$ cat src/rtl/ysyx_22050368_ifu.sv
// Instruction fetch unit: holds the PC, issues one word fetch at a time on a
// valid/ready memory interface, buffers returned words in a small queue and
// hands {instruction, PC} to decode. Redirects flush the queue and any fetch
// still in flight.
//
// Ports:
//   clk, rst_n      clock, asynchronous active-low reset
//   redirect_i      flush and restart fetch at redirect_pc_i
//   redirect_pc_i   new fetch PC (low two bits ignored)
//   req_valid_o     fetch request valid
//   req_ready_i     memory accepts request
//   req_addr_o      word-aligned fetch address
//   resp_valid_i    fetch data returned (single-cycle pulse)
//   resp_data_i     fetched instruction word
//   inst_valid_o    queue head valid toward decode
//   inst_ready_i    decode consumes head
//   inst_o          head instruction
//   inst_addr_o     head PC
module ysyx_22050368_ifu #(
    parameter logic [63:0] RESET_PC    = 64'h0000_0000_8000_0000,
    parameter int unsigned QUEUE_DEPTH = 2
) (
    input  logic        clk,
    input  logic        rst_n,
    input  logic        redirect_i,
    input  logic [63:0] redirect_pc_i,
    output logic        req_valid_o,
    input  logic        req_ready_i,
    output logic [63:0] req_addr_o,
    input  logic        resp_valid_i,
    input  logic [31:0] resp_data_i,
    output logic        inst_valid_o,
    input  logic        inst_ready_i,
    output logic [31:0] inst_o,
    output logic [63:0] inst_addr_o
);

    localparam int unsigned PTR_W = (QUEUE_DEPTH > 1) ? $clog2(QUEUE_DEPTH) : 1;
    localparam int unsigned CNT_W = PTR_W + 1;

    localparam logic [0:0] ST_REQ  = 1'b0;
    localparam logic [0:0] ST_WAIT = 1'b1;

    logic [0:0]       state, state_nxt;
    logic [63:0]      pc, pc_nxt;
    logic [63:0]      inflight_pc, inflight_pc_nxt;
    logic             drop, drop_nxt;
    logic [PTR_W-1:0] head, head_nxt;
    logic [PTR_W-1:0] tail, tail_nxt;
    logic [CNT_W-1:0] count, count_nxt;
    logic [31:0]      q_inst     [QUEUE_DEPTH];
    logic [31:0]      q_inst_nxt [QUEUE_DEPTH];
    logic [63:0]      q_addr     [QUEUE_DEPTH];
    logic [63:0]      q_addr_nxt [QUEUE_DEPTH];

    logic             req_valid_nxt;
    logic             inst_valid_nxt;
    logic [31:0]      inst_nxt;
    logic [63:0]      inst_addr_nxt;

    logic             fire;
    logic             resp;
    logic             push;
    logic             pop;

    // The PC register drives the request address directly; it only moves on
    // a handshake or a redirect, so the address is stable while stalled.
    assign req_addr_o = pc;

    // Next-state, queue update and registered-output computation.
    always_comb begin
        state_nxt       = state;
        pc_nxt          = pc;
        inflight_pc_nxt = inflight_pc;
        drop_nxt        = drop;
        head_nxt        = head;
        tail_nxt        = tail;
        count_nxt       = count;
        q_inst_nxt      = q_inst;
        q_addr_nxt      = q_addr;

        fire = (state == ST_REQ) && req_valid_o && req_ready_i;
        resp = (state == ST_WAIT) && resp_valid_i;
        push = resp && !drop;
        pop  = inst_valid_o && inst_ready_i;

        if (redirect_i) begin
            head_nxt  = '0;
            tail_nxt  = '0;
            count_nxt = '0;
            pc_nxt    = {redirect_pc_i[63:2], 2'b00};
            if (fire) begin
                // The request just accepted belongs to the old path.
                state_nxt       = ST_WAIT;
                drop_nxt        = 1'b1;
                inflight_pc_nxt = pc;
            end else if ((state == ST_WAIT) && !resp_valid_i) begin
                // Old fetch still outstanding: discard it when it returns.
                state_nxt = ST_WAIT;
                drop_nxt  = 1'b1;
            end else begin
                // Nothing outstanding (or it returns right now and is thrown away).
                state_nxt = ST_REQ;
                drop_nxt  = 1'b0;
            end
        end else begin
            case (state)
                ST_REQ: begin
                    if (fire) begin
                        inflight_pc_nxt = pc;
                        pc_nxt          = pc + 64'd4;
                        state_nxt       = ST_WAIT;
                    end
                end
                ST_WAIT: begin
                    if (resp) begin
                        drop_nxt  = 1'b0;
                        state_nxt = ST_REQ;
                    end
                end
                default: state_nxt = ST_REQ;
            endcase

            if (push) begin
                q_inst_nxt[tail] = resp_data_i;
                q_addr_nxt[tail] = inflight_pc;
                tail_nxt         = tail + PTR_W'(1);
            end
            if (pop) begin
                head_nxt = head + PTR_W'(1);
            end
            count_nxt = count + CNT_W'(push) - CNT_W'(pop);
        end

        // Requests only go out when a slot is free, so pushes never overflow.
        req_valid_nxt  = (state_nxt == ST_REQ) && (count_nxt < CNT_W'(QUEUE_DEPTH));
        inst_valid_nxt = (count_nxt != '0);
        inst_nxt       = inst_valid_nxt ? q_inst_nxt[head_nxt] : 32'h0;
        inst_addr_nxt  = inst_valid_nxt ? q_addr_nxt[head_nxt] : 64'h0;
    end

    // State, queue and output registers.
    always_ff @(posedge clk or negedge rst_n) begin
        if (!rst_n) begin
            state        <= ST_REQ;
            pc           <= RESET_PC;
            inflight_pc  <= 64'h0;
            drop         <= 1'b0;
            head         <= '0;
            tail         <= '0;
            count        <= '0;
            req_valid_o  <= 1'b0;
            inst_valid_o <= 1'b0;
            inst_o       <= 32'h0;
            inst_addr_o  <= 64'h0;
            for (int i = 0; i < int'(QUEUE_DEPTH); i++) begin
                q_inst[i] <= 32'h0;
                q_addr[i] <= 64'h0;
            end
        end else begin
            state        <= state_nxt;
            pc           <= pc_nxt;
            inflight_pc  <= inflight_pc_nxt;
            drop         <= drop_nxt;
            head         <= head_nxt;
            tail         <= tail_nxt;
            count        <= count_nxt;
            req_valid_o  <= req_valid_nxt;
            inst_valid_o <= inst_valid_nxt;
            inst_o       <= inst_nxt;
            inst_addr_o  <= inst_addr_nxt;
            for (int i = 0; i < int'(QUEUE_DEPTH); i++) begin
                q_inst[i] <= q_inst_nxt[i];
                q_addr[i] <= q_addr_nxt[i];
            end
        end
    end

endmodule
$ cat config.mk
export PLATFORM = sky130hd
export DESIGN_NAME = ysyx_22050368_ifu
export DESIGN_NICKNAME = d
export VERILOG_FILES = /design/src/rtl/ysyx_22050368_ifu.sv
export SDC_FILE = /design/constraint.sdc
export NUM_CORES = 1
export LEC_CHECK = 0
export CAP_MARGIN = 20
export CORE_AREA = 4 4 172 190
export CTS_CLUSTER_DIAMETER = 40
export CTS_CLUSTER_SIZE = 14
export DETAILED_ROUTE_END_ITERATION = 8
export DIE_AREA = 0 0 176 194
export GPL_TIMING_DRIVEN = 0
export PLACE_DENSITY = 0.88
export SETUP_SLACK_MARGIN = 0.2
export SLEW_MARGIN = 20
export SYNTH_ARGS = -nofsm -noshare
export SYNTH_HDL_FRONTEND = slang
export SYNTH_SLANG_ARGS = --single-unit
$ cat constraint.sdc
create_clock -name clk -period 7.8 [get_ports clk]
set_input_delay 1.56 -clock clk [delete_from_list [all_inputs] [get_ports clk]]
set_output_delay 1.56 -clock clk [all_outputs]
set_load 0.005 [all_outputs]
==> summary.txt, run 1 <==
Route
  • First-pass DRT Iterations: 6
  • Post-Route WL: 49.4 mm
  • Post-DRT Antenna Nets: 0
  • Via count: 13700
  • DRC: 0
  • Initial DRC Count: 1358
  • Vias/cell: 5.83
  • Routed wire per std cell: 21.0 µm

Timing
  • RSZ-0062 raised after global routing: no
  • Hold Violations, Final: 0
  • Tmin final: 4.88 ns
  • # setup viols final: 0
  • Setup WS post-layout: 2.92 ns
  • Fmax: 205 MHz
  • Setup Skew: 0.0154 ns
  • Worst slew pin tran: 1.11 ns
  • Final Slew Violations: 0
  • Max_slew headroom: 0.253
  • Tcrit/Tclk final: 0.625
  • Hold_ws: 0.485 ns

Synth
  • Register area share after synthesis: 0.597
  • Top FF cell, synth: dfrtp_1
  • Synth top area cells: dfrtp_1 60%, mux2_2 6.3%, mux2i_1 5.6%
  • Gate Count Post-Synth: 1595
  • Area share of the largest cell type after synthesis: 0.596
  • Mapped Avg Cell Area: 11.0 µm²
  • YS warnings: 0
  • Syn Std Cell Area: 17600 µm²
  • Async S/R FF share, synth: 1.00
  • EDFF count, synth: 0
  • Most area-hungry cell type in the Yosys netlist: dfrtp_1
  • Yosys reg bits: 420
  • Synth unique cells: 52

Setup path
  • Worst path max stage delay: 0.66 ns
  • CP Data Required Time: 8.17 ns
  • CP max stage cell: nor2_1
  • Worst path cell trace: clkdlybuf4s50_1 > nand2_1 > or2_2 > ha_1 > inv_1 > ha_1 > xor2_1 > xnor2_1 > nor2_1 > nor2_1 > clkbuf_1 > clkbuf_1 > a211oi_1
  • CP Capture Type: flip-flop
  • CP Data Arrival Time: 5.25 ns
  • CP Launch Type: input pin
  • CP Class: input pin to flip-flop
  • CP Max Fanout: 10

Clocking
  • Max clock buf depth: 3
  • CTS tree: built
  • Skew-Pair Late Insertion Delay: 0.54 ns
  • Cts bufs inserted: 43
  • Clock slew at reported path FFs: 0.06 ns
  • Postcts setup bufs: 0
  • Post-CTS Hold Buffers: 0
  • CTS root buf: clkbuf_16
  • Number of H-tree levels: 2
  • Sink Count: 420
  • Post-CTS sizing: 0

Flow run
  • Max capacitance violation total: 0

Power
  • Leakage: 0.0111 µW
  • VDD IR max: 0.168 mV
  • Power density over cell area: 332 nW/µm²

Floorplanning
  • Row count: 67
  • Total core area: 30500 µm²
  • Starting Density: 0.577
  • # IOs: 264
  • Total die area: 34100 µm²
  • Die W: 176 µm
  • Die height: 194 µm

Global route
  • Vias in the first global route: 14300
  • Remaining Overflow, GRT: 0
  • Initial antenna violation count: 2
  • First-pass GRT wire length: 78.6 mm
  • Pin count of the biggest net entering global routing: 108
  • Tot GR Track Use: 0.288

Finish
  • Most frequent cells in the layout: 419 x dfrtp_1, 263 x nand2_1, 257 x clkdlybuf4s50_1, 117 x nor2_1
  • Final nets: 2008
  • P&R area growth vs syn: 26.2%
  • Most common cell after layout, fill and taps aside: dfrtp_1
  • Layout Utilization: 0.727
  • Layout cells sized above 1: 0.108

Place
  • PortBufs: 258
  • Dpl hpwl: 33.9 mm
  • GPL Wtd Cong: 0.937
  • Setup slack at placement: 2.45 ns

Worst hold path
  • Hold WC Path Type: flip-flop to flip-flop

Run status
  • Status: complete, no violations
==> power breakdown <==
| group | switching (µW) | total (µW) | internal, µW | leakage (µW) |
|---|---|---|---|---|
| registers | 383 | 3300 | 2910 | 0.00545 |
| logic | 1130 | 2080 | 948 | 0.00493 |
| clock network | 852 | 1990 | 1130 | 0.000668 |
==> critical path, delay by kind of cell <==
family	cells	cell delay [ns]
compound gates	1	0.13
buf+inv	4	1.58
simple gates	4	1.17
xor+xnor	2	0.34
fa+ha+maj	2	0.46
==> synthesized netlist by cell type, types with 5 or more instances <==
cell	n
dfrtp_1	419
nand2_1	263
nor2_1	117
inv_1	99
mux2i_1	99
mux2_2	98
a211oi_1	94
clkbuf_1	68
o21ai_0	49
nand3_1	33
nand4_1	32
nor4_1	28
xor2_1	23
xnor2_1	21
nor3_1	14
and3_1	13
buf_2	13
nor2b_1	12
buf_1	11
or4_1	9
a31oi_1	8
and4_1	7
and2_1	5
==> final timing paths <==
check	startpoint	end	slack (ns)	cells after the start
min	q_inst[5]$_DFF_PN0_	q_inst[5]$_DFF_PN0_	0.48	2
max in group asynchronous	rst_n	inst_addr_o[35]$_DFF_PN0_	5.70	3
min reg2reg	q_inst[5]$_DFF_PN0_	q_inst[5]$_DFF_PN0_	0.48	2
max reg2reg	state$_DFF_PN0_	inst_addr_o[48]$_DFF_PN0_	3.96	12
max	resp_valid_i	inst_addr_o[48]$_DFF_PN0_	2.92	13
min in group asynchronous	rst_n	q_addr[52]$_DFF_PN0_	0.90	1
==> registers in the layout (all words and copies together) (netlist names), 2 cells and up <==
| name | cells |
|---|---|
| q_addr | 128 |
| inst_addr_o | 64 |
| q_inst | 64 |
| inflight_pc | 62 |
| req_addr_o | 62 |
| inst_o | 32 |
| count | 2 |
==> cell type report <==
type,instances,area (µm²)
Sequential cell,420,10500
Fill cell,1990,8320
Multi-Input combinational cell,980,6330
Timing Repair Buffer,262,2700
Clock buffer,53,1150
Tap cell,414,518
Buffer,97,392
Inverter,99,372
Clock inverter,23,219
Antenna cell,2,5.00
==> metrics by stage <==
stage / total power [µW] / area, µm² / TNS (ns) / cells
3_3_place_gp: 5200 / 20700 / -5021.75 / 2268
2_1_floorplan: 4320 / 17600 / 0 / 1596
3_5_place_dp: 5340 / 20800 / 0 / 2272
4_1_cts: 7370 / 22200 / 0 / 2348
5_1_grt: 7750 / 22200 / 0 / 2350
6_report: 7360 / 22200 / 0 / 2350
==> cells by family after synthesis <==
| logic type | synth area share |
|---|---|
| other | 0.000213 |
| adders and majority gates | 0.00213 |
| buffers and inverters | 0.0434 |
| DFF | 0.597 |
| and+or+nand+nor | 0.150 |
| muxes | 0.119 |
| AOI/OAI and AO/OA | 0.0658 |
| xor gates and xnor gates | 0.0219 |
==> metal layers <==
metal | wire length, µm | global-route usage
met1 | 19600 | 0.385
met3 | 3480 | 0.0474
met4 | 2440 | 0.136
met5 | 0 | 0
met2 | 23900 | 0.463
Note: power is estimated with default switching activity, not from simulation.
==> run 2, diff against run 1 <==
Settings changed: CORE_AREA 4 4 172 190 to 4 4 186 206, DIE_AREA 0 0 176 194 to 0 0 190 210, PLACE_DENSITY 0.88 to 0.8.
Clock period 7.8 ns to 3.9 ns, I/O delays scaled along.
==> summary.txt, run 2 (synthesized netlist as in run 1, its figures left out) <==
Global route
  • Vias in the first global route: 14100
  • Remaining Overflow, GRT: 0
  • First-pass GRT wire length: 79.0 mm
  • Initial antenna violation count: 1
  • Tot GR Track Use: 0.248
  • Pin count of the biggest net entering global routing: 100

Setup path
  • Reg2Reg Depth: 12
  • Flop2flop setup slack: 0.71 ns
  • Worst path max stage delay: 0.48 ns
  • CP Max Fanout: 10
  • CP Class: input pin to flip-flop
  • RR Endpoint: inst_addr_o[46]$_DFF_PN0_
  • Worst path cell trace: clkdlybuf4s50_1 > nand2_1 > or2_2 > ha_1 > inv_1 > ha_1 > xor2_1 > xnor2_1 > nor2_1 > nor2_4 > clkbuf_2 > clkbuf_2 > a211oi_1
  • CP Capture Type: flip-flop
  • Worst R2R Start: state$_DFF_PN0_
  • CP Launch Type: input pin
  • CP max stage cell: clkdlybuf4s50_1
  • CP Data Required Time: 4.28 ns
  • CP Data Arrival Time: 3.81 ns

Finish
  • Layout cells sized above 1: 0.114
  • Multi-input logic area: 6330 µm²
  • Final-layout fill cell count: 2811
  • Biggest register: q_addr
  • Finished Cell Area: 22500 µm²
  • Most frequent cells in the layout: 419 x dfrtp_1, 263 x nand2_1, 257 x clkdlybuf4s50_1, 116 x nor2_1
  • Final nets: 2011
  • P&R area growth vs syn: 28.1%
  • Largest register FFs: 128
  • Reg area: 10500 µm²
  • Most common cell after layout, fill and taps aside: dfrtp_1
  • Non-filler cells, final: 2430
  • Top flop regs: q_addr (128), inst_addr_o (64), q_inst (64)

Route
  • Post-Route WL: 50.0 mm
  • Post-DRT Antenna Nets: 0
  • First-pass DRT Iterations: 6
  • Initial DRC Count: 1043
  • DRC: 0
  • Via count: 13600
  • Vias/cell: 5.58
  • Routed wire per std cell: 20.6 µm

Power
  • Power density over cell area: 675 nW/µm²
  • VDD IR max: 0.347 mV
  • Reg power frac: 0.433
  • Sw power: 4730 µW
  • Net Sw Frac: 0.311
  • Leakage: 0.0112 µW
  • Internal power: 10500 µW
  • Comb pwr share: 0.272
  • Clock Power Share: 0.296
  • Overall power: 15200 µW

Timing
  • Worst slew pin tran: 1.10 ns
  • Hold_ws: 0.188 ns
  • Fin Setup TNS: 0 ns
  • Tmin final: 3.43 ns
  • Setup Skew: 0.0121 ns
  • # setup viols final: 0
  • Max_slew headroom: 0.264
  • Tcrit/Tclk final: 0.880
  • Final Slew Violations: 0
  • Hold Violations, Final: 0
  • RSZ-0062 raised after global routing: no
  • Fmax: 291 MHz

Flow run
  • Max capacitance violation total: 0

Place
  • Placed cell area: 20900 µm²
  • Placed Cells: 2345
  • PortBufs: 258
  • Dpl hpwl: 35.4 mm
  • GPL Wtd Cong: 0.929

Floorplanning
  • Total core area: 36100 µm²
  • # IOs: 264
  • Starting Density: 0.488
  • Row count: 73
  • Die W: 190 µm
  • Die height: 210 µm
  • Total die area: 39900 µm²

Clocking
  • Number of H-tree levels: 2
  • Skew-Pair Late Insertion Delay: 0.55 ns
  • Post-CTS Hold Buffers: 0
  • CTS tree: built
  • Sink Count: 420
  • Post-CTS sizing: 3
  • Postcts setup bufs: 0
  • CTS root buf: clkbuf_16
  • Clock slew at reported path FFs: 0.06 ns
  • Cts bufs inserted: 46
  • Max clock buf depth: 3

Worst hold path
  • Hold WC Path Type: input pin to async pin

Run status
  • Status: complete, no violations
[run 2: cell type report]
class                      count  area share
antenna                        1    0.000111
buffer                        97      0.0176
clock buffer                  64      0.0613
clock inverter                20      0.0106
inverter                      99      0.0165
multi-input combinational    980       0.281
sequential                   420       0.466
tap                          487      0.0270
timing repair buffer         262       0.120
[run 2: per-layer routing]
metal | global-route usage | up-vias | share of wire
li1 | - | 6050 | -
met1 | 0.338 | 6742 | 0.41
met2 | 0.404 | 639 | 0.48
met3 | 0.0391 | 123 | 0.068
met4 | 0.0966 | 0 | 0.041
met5 | 0 | - | 0
[run 2: worst max-delay path by stage]
stage,startpoint,to,slack [ns],depth (start not counted)
6_report,resp_valid_i,inst_addr_o[46]$_DFF_PN0_,0.47,13
5_1_grt,resp_valid_i,inst_addr_o[49]$_DFF_PN0_,0.29,13
4_1_cts,resp_valid_i,inst_addr_o[55]$_DFF_PN0_,0.28,13
3_5_place_dp,resp_valid_i,inst_addr_o[55]$_DFF_PN0_,-0.91,13
3_3_place_gp,rst_n,inst_o[20]$_DFF_PN0_,-15.43,1
2_1_floorplan,resp_valid_i,inst_addr_o[36]$_DFF_PN0_,0.85,12
[run 2: metrics by stage]
stage | setup WS (ns) | utilization
floorplan | 0.847 | -
global placement | -15.43 | 0.576
detailed placement | -0.909 | 0.579
global route | 0.286 | 0.625
CTS | 0.277 | 0.625
finish | 0.468 | 0.625
[run 2: worst max-delay path: cells and delay by family]
family                     cells  cell delay, ns
AOI/OAI and AO/OA              1            0.12
and+or+nand+nor                4            0.85
adders and majority gates      2            0.48
buffers and inverters          4            1.24
xor gates and xnor gates       2            0.33
[run 2: power groups by stage]
stage / registers, µW / logic, µW / clock network, µW
floorplan: 6420 / 2230 / 0
finish: 6580 / 4130 / 4500
global placement: 6590 / 3900 / 0
global route: 6740 / 4550 / 4750
detailed placement: 6640 / 4080 / 0
CTS: 6580 / 4140 / 4570
